## config.mk

```make
export PLATFORM = sky130hd
export DESIGN_NAME = sprite_blitter
export DESIGN_NICKNAME = d
export VERILOG_FILES = /design/src/rtl/graphics_pkg.sv /design/src/rtl/sprite_byte_unpacker.sv /design/src/rtl/sprite_blitter.sv
export SDC_FILE = /design/constraint.sdc
export NUM_CORES = 1
export LEC_CHECK = 0
export BUFFER_PORTS_ARGS = -buffer_cell sky130_fd_sc_hd__clkbuf_2
export CORE_ASPECT_RATIO = 1.25
export CORE_UTILIZATION = 40
export DETAILED_ROUTE_END_ITERATION = 10
export HOLD_SLACK_MARGIN = 0.02
export PLACE_DENSITY = 0.6
export RECOVER_POWER = 50
export SLEW_MARGIN = 20
export SYNTH_ARGS = -nofsm -noshare
export SYNTH_HDL_FRONTEND = slang
export SYNTH_HIERARCHICAL = 1
export SYNTH_SLANG_ARGS = --single-unit
```

## constraint.sdc

```tcl
create_clock -name clock_in -period 2.45 [get_ports clock_in]
set_input_delay 0.1225 -clock clock_in [delete_from_list [all_inputs] [get_ports clock_in]]
set_output_delay 0.1225 -clock clock_in [all_outputs]
set_load 0.05 [all_outputs]
```

## src/rtl/graphics_pkg.sv

```systemverilog
// Shared types for the sprite engine: colour modes, blitter states and
// the bytes-to-pixels helper.
package graphics_pkg;

    typedef enum logic [1:0] {
        CM_1BPP = 2'b00,
        CM_2BPP = 2'b01,
        CM_4BPP = 2'b10,
        CM_RSVD = 2'b11
    } color_mode_t;

    typedef enum logic [1:0] {
        ST_IDLE,
        ST_RUN,
        ST_FLUSH,
        ST_DONE
    } blit_state_t;

    // Reserved mode yields zero pixels so its bytes are swallowed silently.
    function automatic logic [3:0] pixels_per_byte(input color_mode_t mode);
        case (mode)
            CM_1BPP: return 4'd8;
            CM_2BPP: return 4'd4;
            CM_4BPP: return 4'd2;
            default: return 4'd0;
        endcase
    endfunction

endpackage

```

## src/rtl/sprite_byte_unpacker.sv

```systemverilog
// Serialises one packed sprite byte into MSB-first palette indices,
// one per clock, flagging the final index of the byte.
module sprite_byte_unpacker
    import graphics_pkg::*;
(
    input  logic        i_clk,
    input  logic        i_rst,
    input  logic        i_clear,
    input  logic        i_load,
    input  logic [7:0]  i_byte,
    input  color_mode_t i_mode,
    output logic        o_pix_valid,
    output logic [3:0]  o_pix_index,
    output logic        o_pix_last
);

    logic [7:0] r_shift;
    logic [3:0] r_count;

    assign o_pix_valid = (r_count != 4'd0);
    assign o_pix_last  = (r_count == 4'd1);

    always_comb begin
        o_pix_index = 4'd0;
        case (i_mode)
            CM_1BPP: o_pix_index = {3'b000, r_shift[7]};
            CM_2BPP: o_pix_index = {2'b00, r_shift[7:6]};
            CM_4BPP: o_pix_index = r_shift[7:4];
            default: o_pix_index = 4'd0;
        endcase
    end

    // A load always coincides with the previous byte being empty or on its
    // last index, so loading implicitly consumes that index.
    always_ff @(posedge i_clk) begin
        if (i_rst || i_clear) begin
            r_shift <= '0;
            r_count <= '0;
        end else if (i_load) begin
            r_shift <= i_byte;
            r_count <= pixels_per_byte(i_mode);
        end else if (o_pix_valid) begin
            r_count <= r_count - 4'd1;
            case (i_mode)
                CM_1BPP: r_shift <= {r_shift[6:0], 1'b0};
                CM_2BPP: r_shift <= {r_shift[5:0], 2'b00};
                CM_4BPP: r_shift <= {r_shift[3:0], 4'b0000};
                default: r_shift <= r_shift;
            endcase
        end
    end

endmodule

```

## src/rtl/sprite_blitter.sv

```systemverilog
// Sprite engine: unpacks a byte stream into clipped frame-buffer pixel writes.
// Optional SPRITE_BLITTER_TRANSPARENCY_EN: raw index 0 suppresses the write.
module sprite_blitter
    import graphics_pkg::*;
#(
    parameter int DISPLAY_WIDTH  = 640,
    parameter int DISPLAY_HEIGHT = 400,
    parameter int COORD_WIDTH    = 10,
    parameter int ADDRESS_WIDTH  = 18,
    parameter int COLOR_DEPTH    = 4
) (
    input  logic                     clock_in,
    input  logic                     reset_in,
    input  logic [COORD_WIDTH-1:0]   cursor_start_x_position_in,
    input  logic [COORD_WIDTH-1:0]   cursor_start_y_position_in,
    input  logic [COORD_WIDTH-1:0]   draw_width_in,
    input  logic [1:0]               color_mode_in,
    input  logic [3:0]               color_pallet_offset_in,
    input  logic                     sprite_draw_enable_in,
    input  logic                     sprite_data_valid_in,
    output logic                     sprite_data_ready_out,
    input  logic [7:0]               sprite_data_in,
    input  logic                     sprite_data_last_in,
    output logic                     pixel_write_enable_out,
    output logic [ADDRESS_WIDTH-1:0] pixel_write_address_out,
    output logic [COLOR_DEPTH-1:0]   pixel_write_data_out,
    output logic                     cursor_end_position_valid_out,
    output logic [COORD_WIDTH-1:0]   cursor_end_x_position_out,
    output logic [COORD_WIDTH-1:0]   cursor_end_y_position_out
);

    blit_state_t              r_state, w_state_nxt;
    logic                     r_en_d;
    logic [COORD_WIDTH-1:0]   r_left, r_right, r_x, r_y;
    color_mode_t              r_mode;
    logic [3:0]               r_offset;
    logic                     r_last_seen;
    logic                     r_we;
    logic [ADDRESS_WIDTH-1:0] r_addr;
    logic [COLOR_DEPTH-1:0]   r_data;
    logic                     r_end_valid;
    logic [COORD_WIDTH-1:0]   r_end_x, r_end_y;

    logic                     w_en, w_start, w_consume, w_ready, w_accept;
    logic                     w_clip, w_transparent;
    logic                     w_pix_valid, w_pix_last;
    logic [3:0]               w_pix_index;
    logic [COORD_WIDTH-1:0]   w_width_eff;
    logic [COLOR_DEPTH-1:0]   w_data;
    logic [ADDRESS_WIDTH-1:0] w_addr;

    assign w_en        = sprite_draw_enable_in;
    assign w_width_eff = (draw_width_in == '0) ? COORD_WIDTH'(1) : draw_width_in;
    assign w_start     = (r_state == ST_IDLE) && w_en && !r_en_d;
    assign w_consume   = (r_state == ST_RUN) && w_en && w_pix_valid;
    // Taking a byte on the last index keeps full-rate streams gap-free.
    assign w_ready     = (r_state == ST_RUN) && w_en && !r_last_seen &&
                         (!w_pix_valid || w_pix_last);
    assign w_accept    = w_ready && sprite_data_valid_in;

    assign w_clip = ({1'b0, r_x} >= (COORD_WIDTH+1)'(DISPLAY_WIDTH)) ||
                    ({1'b0, r_y} >= (COORD_WIDTH+1)'(DISPLAY_HEIGHT));
`ifdef SPRITE_BLITTER_TRANSPARENCY_EN
    assign w_transparent = (w_pix_index == 4'd0);
`else
    assign w_transparent = 1'b0;
`endif

    assign w_data = COLOR_DEPTH'(w_pix_index) + COLOR_DEPTH'(r_offset);
    assign w_addr = ADDRESS_WIDTH'(r_y) * ADDRESS_WIDTH'(DISPLAY_WIDTH) + ADDRESS_WIDTH'(r_x);

    sprite_byte_unpacker u_unpacker (
        .i_clk       (clock_in),
        .i_rst       (reset_in),
        .i_clear     (r_state != ST_RUN),
        .i_load      (w_accept),
        .i_byte      (sprite_data_in),
        .i_mode      (r_mode),
        .o_pix_valid (w_pix_valid),
        .o_pix_index (w_pix_index),
        .o_pix_last  (w_pix_last)
    );

    always_ff @(posedge clock_in) begin
        if (reset_in) r_state <= ST_IDLE;
        else          r_state <= w_state_nxt;
    end

    always_comb begin
        w_state_nxt = r_state;
        case (r_state)
            ST_IDLE: if (w_start) w_state_nxt = ST_RUN;
            ST_RUN: begin
                if (!w_en)
                    w_state_nxt = ST_IDLE;
                else if ((w_consume && w_pix_last && r_last_seen) ||
                         (w_accept && sprite_data_last_in && pixels_per_byte(r_mode) == 4'd0))
                    w_state_nxt = ST_FLUSH;
            end
            ST_FLUSH: w_state_nxt = w_en ? ST_DONE : ST_IDLE;
            ST_DONE:  if (!w_en) w_state_nxt = ST_IDLE;
            default:  w_state_nxt = ST_IDLE;
        endcase
    end

    always_ff @(posedge clock_in) begin
        if (reset_in) begin
            r_en_d      <= 1'b0;
            r_left      <= '0;
            r_right     <= '0;
            r_x         <= '0;
            r_y         <= '0;
            r_mode      <= CM_1BPP;
            r_offset    <= '0;
            r_last_seen <= 1'b0;
            r_we        <= 1'b0;
            r_addr      <= '0;
            r_data      <= '0;
            r_end_valid <= 1'b0;
            r_end_x     <= '0;
            r_end_y     <= '0;
        end else begin
            r_en_d      <= w_en;
            r_we        <= w_consume && !w_clip && !w_transparent;
            r_end_valid <= (r_state == ST_FLUSH) && w_en;
            if (w_start) begin
                r_left      <= cursor_start_x_position_in;
                r_right     <= cursor_start_x_position_in + w_width_eff - COORD_WIDTH'(1);
                r_x         <= cursor_start_x_position_in;
                r_y         <= cursor_start_y_position_in;
                r_mode      <= color_mode_t'(color_mode_in);
                r_offset    <= color_pallet_offset_in;
                r_last_seen <= 1'b0;
            end else begin
                if (w_accept && sprite_data_last_in)
                    r_last_seen <= 1'b1;
                if (w_consume) begin
                    r_addr <= w_addr;
                    r_data <= w_data;
                    if (r_x == r_right) begin
                        r_x <= r_left;
                        r_y <= r_y + COORD_WIDTH'(1);
                    end else begin
                        r_x <= r_x + COORD_WIDTH'(1);
                    end
                end
            end
            // Cursor has settled on the post-sprite position by FLUSH.
            if ((r_state == ST_FLUSH) && w_en) begin
                r_end_x <= r_x;
                r_end_y <= r_y;
            end
        end
    end

    assign sprite_data_ready_out          = w_ready;
    assign pixel_write_enable_out         = r_we;
    assign pixel_write_address_out        = r_addr;
    assign pixel_write_data_out           = r_data;
    assign cursor_end_position_valid_out  = r_end_valid;
    assign cursor_end_x_position_out      = r_end_x;
    assign cursor_end_y_position_out      = r_end_y;

endmodule

```

==> metrics.md, run 1 <==
| Metric | Value |
|---|---|
| Initial core utilization | `between 40% and 50%` |
| Top cells by area, synth | `dfxtp_1, ha_1, nand2_1` |
| Die height | `between 100 and 150 um` |
| Clk slew on worst S/H paths | `approximately 80 ps` |
| Initial antenna violation count | `0` |
| Hold Crit Endpoint | `r_y[9]` |
| Sequential share of the synthesized area | `about a third` |
| WHS Path Cells | `3` |
| Routed WL per cell | `14.7 um` |
| Register bit total from synthesis | `roughly 110` |
| Tmin final | `2370 ps` |
| Synth warnings | `6` |
| Worst slew pin tran | `831 ps` |
| Total number of vias | `approximately 5500` |
| FF-to-FF Start | `r_y[3]` |
| First-pass GRT wire length | `roughly 26000 um` |
| H-tree levels | `3` |
| Die Area | `around 16000 um2` |
| Cell Pwr Density | `about 570 nW/um2` |
| Mean Syn Cell Area | `~8.0 um2` |
| Critical Path RT | `~2700 ps` |
| Gr ovfl total | `0` |
| Flop2flop setup slack | `approximately 83 ps` |
| Worst relative slew slack | `approximately 45%` |
| Critical path fanouts, max | `4` |
| Post-layout util | `49.8%` |
| Status | `complete, but fails checks` |
| Post-synthesis cell type count | `62` |
| Die W | `between 100 and 150 um` |
| Worst hold slack | `39.0 ps` |
| Gate Count Post-Synth | `756` |
| Max Fclk | `around 0.42 GHz` |
| CTS tree | `done` |
| Placed Cells incl. Taps | `1019` |
| Total of max-cap violations | `0` |
| RSZ-0062 raised after global routing | `yes` |
| Post-synth top flop | `dfxtp_1` |
| Post-Syn Area | `roughly 6000 um2` |
| Synth top area share | `35.1%` |
| DRT antenna net count | `0` |
| Gpl congestion | `between 0.8 and 0.9` |
| Final clock skew | `11.5 ps` |
| CTS Sinks | `roughly 110` |
| P&R area growth vs syn | `20.2%` |
| Number of global-route vias before repair | `approximately 5400` |
| Row count | `49` |
| Diodes inserted | `0` |
| Critical path type | `flip-flop to flip-flop` |
| Finished Cell Area | `roughly 7300 um2` |
| Worst hold start | `cursor_start_y_position_in[9]` |
| Crit end category | `flip-flop` |
| Pre-antenna DRT Iters | `8` |
| DRT iter0 DRCs | `368` |
| Async S/R FF share, synth | `0%` |
| Failing checks | `design-rule violations` |
| Fin. Hold Viols | `0` |
| Layout Cells excl Fill | `1042` |
| Max IR drop VDD | `0.378 mV` |
| Clock buffer depth | `2` |
| Post-Syn Nets | `860` |
| Layout cells sized above 1 | `between 10% and 20%` |
| Port bufs | `93` |
| HPWL after DPL | `roughly 11000 um` |
| Nets | `between 900 and 1000` |
| Leak | `2.88 nW` |
| End of the worst register-to-register path | `pixel_write_address_out[16]` |
| Gr usage total | `roughly 20%` |
| Clk_lat worst skew | `approximately 350 ps` |
| Routed vias/inst | `~5.3` |
| CORE AREA | `14600 um2` |
| Class of the worst hold path | `input pin to flip-flop` |
| Synth area leader | `dfxtp_1` |
| Final period util | `approximately 97%` |
| CTS Buf Count | `9` |
| Largest net degree at the start of global routing | `between 60 and 70` |
| Post-synth EDFFs | `0` |
| Placed instance area | `6870 um2` |
| Crit path DAT | `between 2000 and 3000 ps` |
| Top Ports | `between 90 and 100` |
| Residual DRC | `6` |
| Root Driver | `clkbuf_16` |
| Register-to-Register Path Depth | `9` |
| Final Max Tran Viols | `0` |
| Startpoint Class | `flip-flop` |
| Final Setup Violations | `0` |
| Final WL | `15300 um` |
[cell usage after synthesis, types with 4 or more instances]
| cell | number |
|---|---|
| nand2_1 | 148 |
| dfxtp_1 | 106 |
| a21oi_1 | 79 |
| inv_1 | 54 |
| ha_1 | 51 |
| nor2_1 | 40 |
| clkbuf_1 | 31 |
| xnor2_1 | 28 |
| a211oi_1 | 22 |
| xor2_1 | 22 |
| nand3_1 | 19 |
| o211ai_1 | 17 |
| nor3_1 | 13 |
| o21ai_0 | 13 |
| nand4_1 | 10 |
| a31oi_1 | 7 |
| and2_1 | 7 |
| buf_2 | 6 |
| a22oi_1 | 5 |
| and3_1 | 5 |
| nor2b_1 | 5 |
| a21o_1 | 4 |
| fa_1 | 4 |
| nand3b_1 | 4 |
[per-layer routing]
metal  up-vias  part of all wire, %  track usage, %
li1       2796                    -               -
met1      2581                   46            25.4
met2       131                   49            35.3
met3        10                  4.0            2.61
met4         0                  1.1            5.97
met5         -                    0               0
[layout by cell type (no fill, tap or decap), types with 6 or more instances in the layout]
cell           count
a31oi_1            7
clkbuf_1          44
xor2_1            22
inv_1             52
o211ai_1          17
dlygate4sd3_1      6
buf_4             32
o21ai_0           13
nand2_1          148
clkbuf_16          9
nor3_1            10
dfxtp_1          101
and2_1             6
a21oi_1           79
ha_1              45
nor2_1            40
xnor2_1           28
a211oi_1          20
clkbuf_2          49
nand4_1           10
nand3_1           19
[kinds of logic (layout without fill, tap and decap cells)]
logic type               count (synthesis)  count (layout)  synth area share [%]
multiplexers                             5               5                 0.870
adder cells (fa/ha/maj)                 55              55                  11.9
AO/OA/AOI/OAI                          172             172                  17.9
XOR/XNOR                                50              50                  7.25
buffers and inverters                   95             203                  6.15
AND/OR/NAND/NOR                        273             273                  20.8
flip-flops                             106             106                  35.1
[stage by stage]
| stage | total power, mW | TNS, ps | worst slack, ps |
|---|---|---|---|
| 3_5_place_dp | 2.69 | -219 | -103 |
| 5_1_grt | 4.39 | -32.7 | -30.4 |
| 3_3_place_gp | 2.67 | 0 | 17.2 |
| 6_report | 4.16 | 0 | 82.8 |
| 4_1_cts | 4.20 | 0 | 0.674 |
| 2_1_floorplan | 2.45 | -292 | -150 |
[repair_timing]
| item | in CTS | in global routing |
|---|---|---|
| resized for setup | 5 | 12 |
| hold endpoints to repair | 6 | 0 |
| buffers inserted | 1 | 0 |
| hold buffers | 6 | 0 |
| cloned | 0 | 0 |
| setup endpoints to repair | 3 | 4 |
| pin swaps | 6 | 7 |
[layout make-up]
class	count	area, um2
clock buffers	9	225
clock inverters	7	80.1
fillers	1472	7330
inverters	54	203
multi-input cells	555	3660
flip-flops and latches	106	2130
well taps	178	223
repair buffers	133	736
[how the worst max path moves through the flow]
stage,from,end,slack [ps]
3_3_place_gp,r_y[3],pixel_write_address_out[16],20
5_1_grt,r_y[3],pixel_write_address_out[16],-30
6_report,r_y[3],pixel_write_address_out[16],80
2_1_floorplan,u_unpacker/r_count[1],u_unpacker/r_shift[2],-150
4_1_cts,r_y[1],pixel_write_address_out[16],0.7
3_5_place_dp,draw_width_in[9],r_right[9],-100
[worst max-delay path: stages (launching register included)]
cell and delay [ps]:
dfxtp_4 370, ha_4 240, ha_4 160, fa_2 400, a211oi_4 250, nor2_1 80
xor2_1 240, nand4_1 160, xor2_1 190, a211oi_1 180
[state kept, by name (all words and copies together) (netlist names), 2 cells and up]
| signal | count |
|---|---|
| r_mode | 2 |
| r_state | 2 |
| r_x | 10 |
| u_unpacker/r_shift | 8 |
| r_right | 10 |
| r_offset | 4 |
| u_unpacker/r_count | 4 |
| r_left | 10 |
| r_y | 10 |
| pixel_write_address_out | 18 |
| pixel_write_data_out | 4 |
| cursor_end_y_position_out | 10 |
| cursor_end_x_position_out | 10 |
[power breakdown]
part / internal [mW] / total (mW) / switching [mW]
Clock: 0.731 / 1.47 / 0.742
Sequential: 1.79 / 1.84 / 0.0555
Combinational: 0.367 / 0.849 / 0.482
No activity file was read; power rests on OpenSTA's default activity.
==> run 2: changes to the inputs <==
--- a/config.mk
+++ b/config.mk
@@ -6,7 +6,7 @@
 export NUM_CORES = 1
 export LEC_CHECK = 0
 export BUFFER_PORTS_ARGS = -buffer_cell sky130_fd_sc_hd__clkbuf_2
-export CORE_ASPECT_RATIO = 1.25
+export CORE_ASPECT_RATIO = 0.5
 export CORE_UTILIZATION = 40
 export DETAILED_ROUTE_END_ITERATION = 10
 export HOLD_SLACK_MARGIN = 0.02
==> metrics.md, run 2 (same netlist as run 1, synthesis figures left out) <==
| Metric | Value |
|---|---|
| DRT antenna net count | `0` |
| Max IR drop VDD | `roughly 0.37 mV` |
| CTS tree | `done` |
| Largest register FFs | `18` |
| Residual DRC | `0` |
| Port bufs | `slightly above 90` |
| FF-to-FF Start | `r_y[3]` |
| Crit path from | `r_y[3]` |
| Clk_lat worst skew | `between 300 and 400 ps` |
| Final clock skew | `between 10 and 15 ps` |
| Nets | `slightly below 1000` |
| Total number of vias | `approximately 5500` |
| Initial antenna violation count | `0` |
| Fin. Hold Viols | `0` |
| Final WL | `around 15000 um` |
| Critical path type | `flip-flop to flip-flop` |
| Setup total negative slack | `0 ps` |
| Critical Path RT | `between 2000 and 3000 ps` |
| Diodes inserted | `0` |
| Hold Crit Endpoint | `r_offset[1]` |
| Die W | `roughly 180 um` |
| Startpoint Class | `flip-flop` |
| Cell Pwr Density | `~560 nW/um2` |
| CORE AREA | `~15000 um2` |
| Crit path DAT | `roughly 2600 ps` |
| Top Ports | `between 90 and 100` |
| CTS Buf Count | `9` |
| Worst slew pin tran | `about 1200 ps` |
| Tmin final | `roughly 2300 ps` |
| Initial core utilization | `roughly two fifths` |
| Post-layout util | `approximately half` |
| Critical path fanouts, max | `4` |
| Gpl congestion | `0.813` |
| Worst hold start | `color_pallet_offset_in[1]` |
| DRT iter0 DRCs | `roughly 240` |
| Status | `finished clean` |
| Layout cells sized above 1 | `16.1%` |
| End of the worst register-to-register path | `pixel_write_address_out[17]` |
| First-pass GRT wire length | `around 25000 um` |
| Number of global-route vias before repair | `4993` |
| Routed vias/inst | `5.11` |
| H-tree levels | `3` |
| Pre-antenna DRT Iters | `5` |
| WHS Path Cells | `3` |
| HPWL after DPL | `about 11000 um` |
| Clk slew on worst S/H paths | `80 ps` |
| Row count | `31` |
| P&R area growth vs syn | `21.9%` |
| Flop2flop setup slack | `roughly 130 ps` |
| Worst hold slack | `around 33 ps` |
| Leading cell type in the layout, fill and taps excluded | `nand2_1` |
| Total of max-cap violations | `0` |
| Crit end category | `flip-flop` |
| Leak | `slightly below 3 nW` |
| Placed instance area | `roughly 7000 um2` |
| Final Setup Violations | `0` |
| Gr usage total | `19.8%` |
| CTS Sinks | `106` |
| Routed WL per cell | `roughly 14 um` |
| Largest net degree at the start of global routing | `50` |
| Final period util | `about 95%` |
| Final Max Tran Viols | `0` |
| Max Fclk | `roughly 0.43 GHz` |
| Worst relative slew slack | `about 22%` |
| Register-to-Register Path Depth | `10` |
| Commonest cells after routing, fill and taps aside | `nand2_1, dfxtp_1, a21oi_1` |
| Die height | `between 80 and 90 um` |
| Die Area | `approximately 16000 um2` |
| Root Driver | `clkbuf_16` |
| Class of the worst hold path | `input pin to flip-flop` |
| Gr ovfl total | `0` |
| Finished Cell Area | `approximately 7400 um2` |
| Power Total | `roughly 4.1 mW` |
| Clock buffer depth | `2` |
==> run 2: cell count changes in the layout (fill, tap and decap cells not counted), sizes merged <==
cell / previous run / this run
clkbuf: 102 / 106
buf: 34 / 44
clkinvlp: 1 / 2
inv: 58 / 56
==> run 2: where the power goes <==
part | switching (mW) | total [mW] | leakage (nW) | internal, mW
clock network | 0.688 | 1.42 | 0.136 | 0.729
logic | 0.487 | 0.875 | 1.93 | 0.389
registers | 0.0557 | 1.84 | 0.864 | 1.79
total | 1.23 | 4.14 | 2.93 | 2.91
==> run 2: area by class of cell <==
cell class              count  area [um2]
well taps                 198         248
clock buffers              10         239
repair buffers            146         828
clock inverters             6        50.0
inverters                  54         203
flip-flops and latches    106        2130
multi-input cells         555        3670
fillers                  1475        7220
==> run 2: critical path, stage by stage (launching register included) <==
cell	delay, ps
dfxtp_4	360
buf_6	130
ha_4	240
ha_4	290
a211oi_4	70
buf_4	140
or4b_4	500
nand4_1	130
nand4_1	140
nand2_1	110
o211ai_1	80
==> run 2: how the worst max path moves through the flow <==
| stage | to | slack, ps | depth (start not counted) |
|---|---|---|---|
| final | pixel_write_address_out[17] | 130 | 10 |
| after floorplan | u_unpacker/r_shift[2] | -150 | 11 |
| after CTS | pixel_write_address_out[17] | 0.7 | 10 |
| after global placement | pixel_write_address_out[16] | 20 | 9 |
| after global routing | pixel_write_address_out[17] | -30 | 10 |
| after detailed placement | pixel_write_address_out[16] | -40 | 9 |
==> run 2: what timing repair did <==
| action | CTS | global route |
|---|---|---|
| resized for setup | 5 | 12 |
| setup buffers | 2 | 3 |
| setup endpoints to repair | 2 | 4 |
| hold buffers | 6 | 0 |
| endpoints found under the hold margin | 6 | 0 |
| pin swaps | 6 | 7 |
==> run 2: routing by layer <==
metal  GRT usage (%)  vias to the layer above  wire (um)
met5               0                        -          0
met3            3.78                       12        620
met1            26.0                     2541       7260
li1                -                     2824          -
met4            4.58                        0        164
met2            33.8                      119       7080
==> run 2: stage by stage <==
| stage | std cells | setup WS (ps) |
|---|---|---|
| 2_1_floorplan | 756 | -150 |
| 3_3_place_gp | 1048 | 15.4 |
| 3_5_place_dp | 1048 | -44.5 |
| 4_1_cts | 1072 | 0.745 |
| 5_1_grt | 1075 | -25.4 |
| 6_report | 1075 | 132 |
==> run 3: changes to the inputs <==
--- a/config.mk
+++ b/config.mk
@@ -6,7 +6,8 @@
 export NUM_CORES = 1
 export LEC_CHECK = 0
 export BUFFER_PORTS_ARGS = -buffer_cell sky130_fd_sc_hd__clkbuf_2
-export CORE_ASPECT_RATIO = 0.5
+export CORE_ASPECT_RATIO = 1.5
+export CORE_MARGIN = 1.5
 export CORE_UTILIZATION = 40
 export DETAILED_ROUTE_END_ITERATION = 10
 export HOLD_SLACK_MARGIN = 0.02
==> metrics.md, run 3 (same netlist as run 1, synthesis figures left out) <==
| Metric | Value |
|---|---|
| CTS Sinks | `approximately 110` |
| Die Area | `15900 um2` |
| Filler cell count | `roughly 1500` |
| Largest register FFs | `18` |
| Commonest cells after routing, fill and taps aside | `nand2_1, dfxtp_1, a21oi_1` |
| Multi-input gate area | `around 3700 um2` |
| Top Ports | `94` |
| P&R area growth vs syn | `22.0%` |
| Final Setup Violations | `0` |
| Leak | `around 3 nW` |
| Startpoint Class | `flip-flop` |
| Stages on worst setup path | `9` |
| Fin. Hold Viols | `0` |
| Final clock skew | `8.04 ps` |
| Cell Pwr Density | `about 590 nW/um2` |
| Gr ovfl total | `0` |
| Pre-antenna DRT Iters | `5` |
| Nets | `971` |
| Placed Cells incl. Taps | `1044` |
| First-pass GRT wire length | `25500 um` |
| HPWL after DPL | `approximately 12000 um` |
| Clock buffer depth | `2` |
| Status | `finished clean` |
| Tmin final | `~2300 ps` |
| Class of the worst hold path | `input pin to flip-flop` |
| Flop pwr share | `a little over two fifths` |
| Max Fclk | `0.437 GHz` |
| Clk_lat worst skew | `350 ps` |
| CTS tree | `done` |
| Leading cell type in the layout, fill and taps excluded | `nand2_1` |
| Critical Path RT | `~2700 ps` |
| Routed WL per cell | `roughly 15 um` |
| Die W | `103 um` |
| Clk slew on worst S/H paths | `about 70 ps` |
| P_sw | `around 1.2 mW` |
| Diodes inserted | `0` |
| Crit path DAT | `between 2000 and 3000 ps` |
| Register-to-Register Path Depth | `9` |
| Post-layout util | `approximately 50%` |
| Critical-path cell list | `ha_4, ha_4, fa_2, a211oi_2, nor2_1, xor2_1, nand4_1, xor2_1, a211oi_1` |
| Residual DRC | `0` |
| Worst slew pin tran | `1060 ps` |
| Max stage delay cell, worst path | `dfxtp_4` |
| Crit path from | `r_y[3]` |
| Die height | `around 150 um` |
| Port bufs | `between 90 and 100` |
| CP top delay family | `adder cells` |
| Switching Fraction | `about 28%` |
| Max IR drop VDD | `about 0.31 mV` |
| H-tree levels | `3` |
| CORE AREA | `~15000 um2` |
| Crit path buffers/inverters | `0` |
| Clock share of power | `37.3%` |
| CTS Buf Count | `9` |
| Root Driver | `clkbuf_16` |
| Routed vias/inst | `roughly 5.2` |
| Worst relative slew slack | `~30%` |
| DRT iter0 DRCs | `between 200 and 250` |
| Number of global-route vias before repair | `roughly 5300` |
| Comb pwr share | `between 15 and 20%` |
| Slowest Stage Delay on Critical Path | `390 ps` |
| Gpl congestion | `around 0.86` |
| Crit end category | `flip-flop` |
| Final Max Tran Viols | `0` |
| DRT antenna net count | `0` |
| Critical path type | `flip-flop to flip-flop` |
| Layout cells sized above 1 | `15.8%` |
| Row count | `54` |
| Initial antenna violation count | `0` |
| Final period util | `between 90% and 100%` |
| Total of max-cap violations | `0` |
| Gr usage total | `roughly 20%` |
| Layout Cells excl Fill | `about 1100` |
| Total number of vias | `about 5500` |
| Critical path fanouts, max | `4` |
| FF-to-FF Start | `r_y[3]` |
| Final WL | `15700 um` |
| Initial core utilization | `around 40%` |
| WHS Path Cells | `3` |
| Largest net degree at the start of global routing | `between 50 and 60` |
| Worst hold start | `cursor_start_x_position_in[1]` |
| Int Power | `between 3 and 4 mW` |
| Register area | `approximately 2100 um2` |
[run 3: stage by stage]
stage / total power [mW] / hold slack, ps / setup TNS [ps] / instance area (um2) / worst slack (ps)
2_1_floorplan: 2.45 / 258 / -292 / 6090 / -150
3_3_place_gp: 2.69 / 358 / 0 / 6930 / 12.1
3_5_place_dp: 2.71 / 367 / -134 / 6930 / -59.6
4_1_cts: 4.35 / 21.5 / 0 / 7370 / 22.1
5_1_grt: 4.54 / 51.2 / -0.122 / 7370 / -0.122
6_report: 4.33 / 43.6 / 0 / 7370 / 161
[run 3: per-layer routing]
metal	part of all wire [%]	wire, um	global-route usage [%]
met1	43	6800	24.0
met2	51	8060	36.2
met3	3.9	606	3.36
met4	1.4	220	5.86
met5	0	0	0
[run 3: power groups by stage]
stage | Sequential, mW | Clock [mW] | Combinational, mW
3_3_place_gp | 1.88 | 0 | 0.812
6_report | 1.85 | 1.62 | 0.862
4_1_cts | 1.85 | 1.65 | 0.852
5_1_grt | 1.86 | 1.72 | 0.965
2_1_floorplan | 1.88 | 0 | 0.564
3_5_place_dp | 1.88 | 0 | 0.823
[run 3: final timing paths]
kind,endpoint,slack [ps]
worst max-delay path,pixel_write_address_out[16],160
worst min-delay path,r_left[1],40
worst max register to register,pixel_write_address_out[16],160
worst min register to register,cursor_end_x_position_out[5],460
[run 3: area by class of cell]
type | count | share of cell area [%]
multi-input combinational | 555 | 49.9
sequential | 106 | 28.9
timing repair buffer | 141 | 10.6
tap | 196 | 3.33
clock buffer | 10 | 3.24
inverter | 54 | 2.75
clock inverter | 6 | 1.32
[run 3: repair_timing]
| item | 4_1_cts | 5_1_grt |
|---|---|---|
| pin swaps | 6 | 6 |
| buffers inserted | 2 | 0 |
| hold buffers | 5 | 1 |
| gates resized for setup | 8 | 8 |
| hold endpoints to repair | 5 | 1 |
| endpoints found under the setup margin | 2 | 4 |
[run 3: tightest hold or removal path: cells and delay by family]
family	cells	cell delay, ps
and+or+nand+nor	1	80
buffers and inverters	1	90
AOI/OAI and AO/OA	1	60
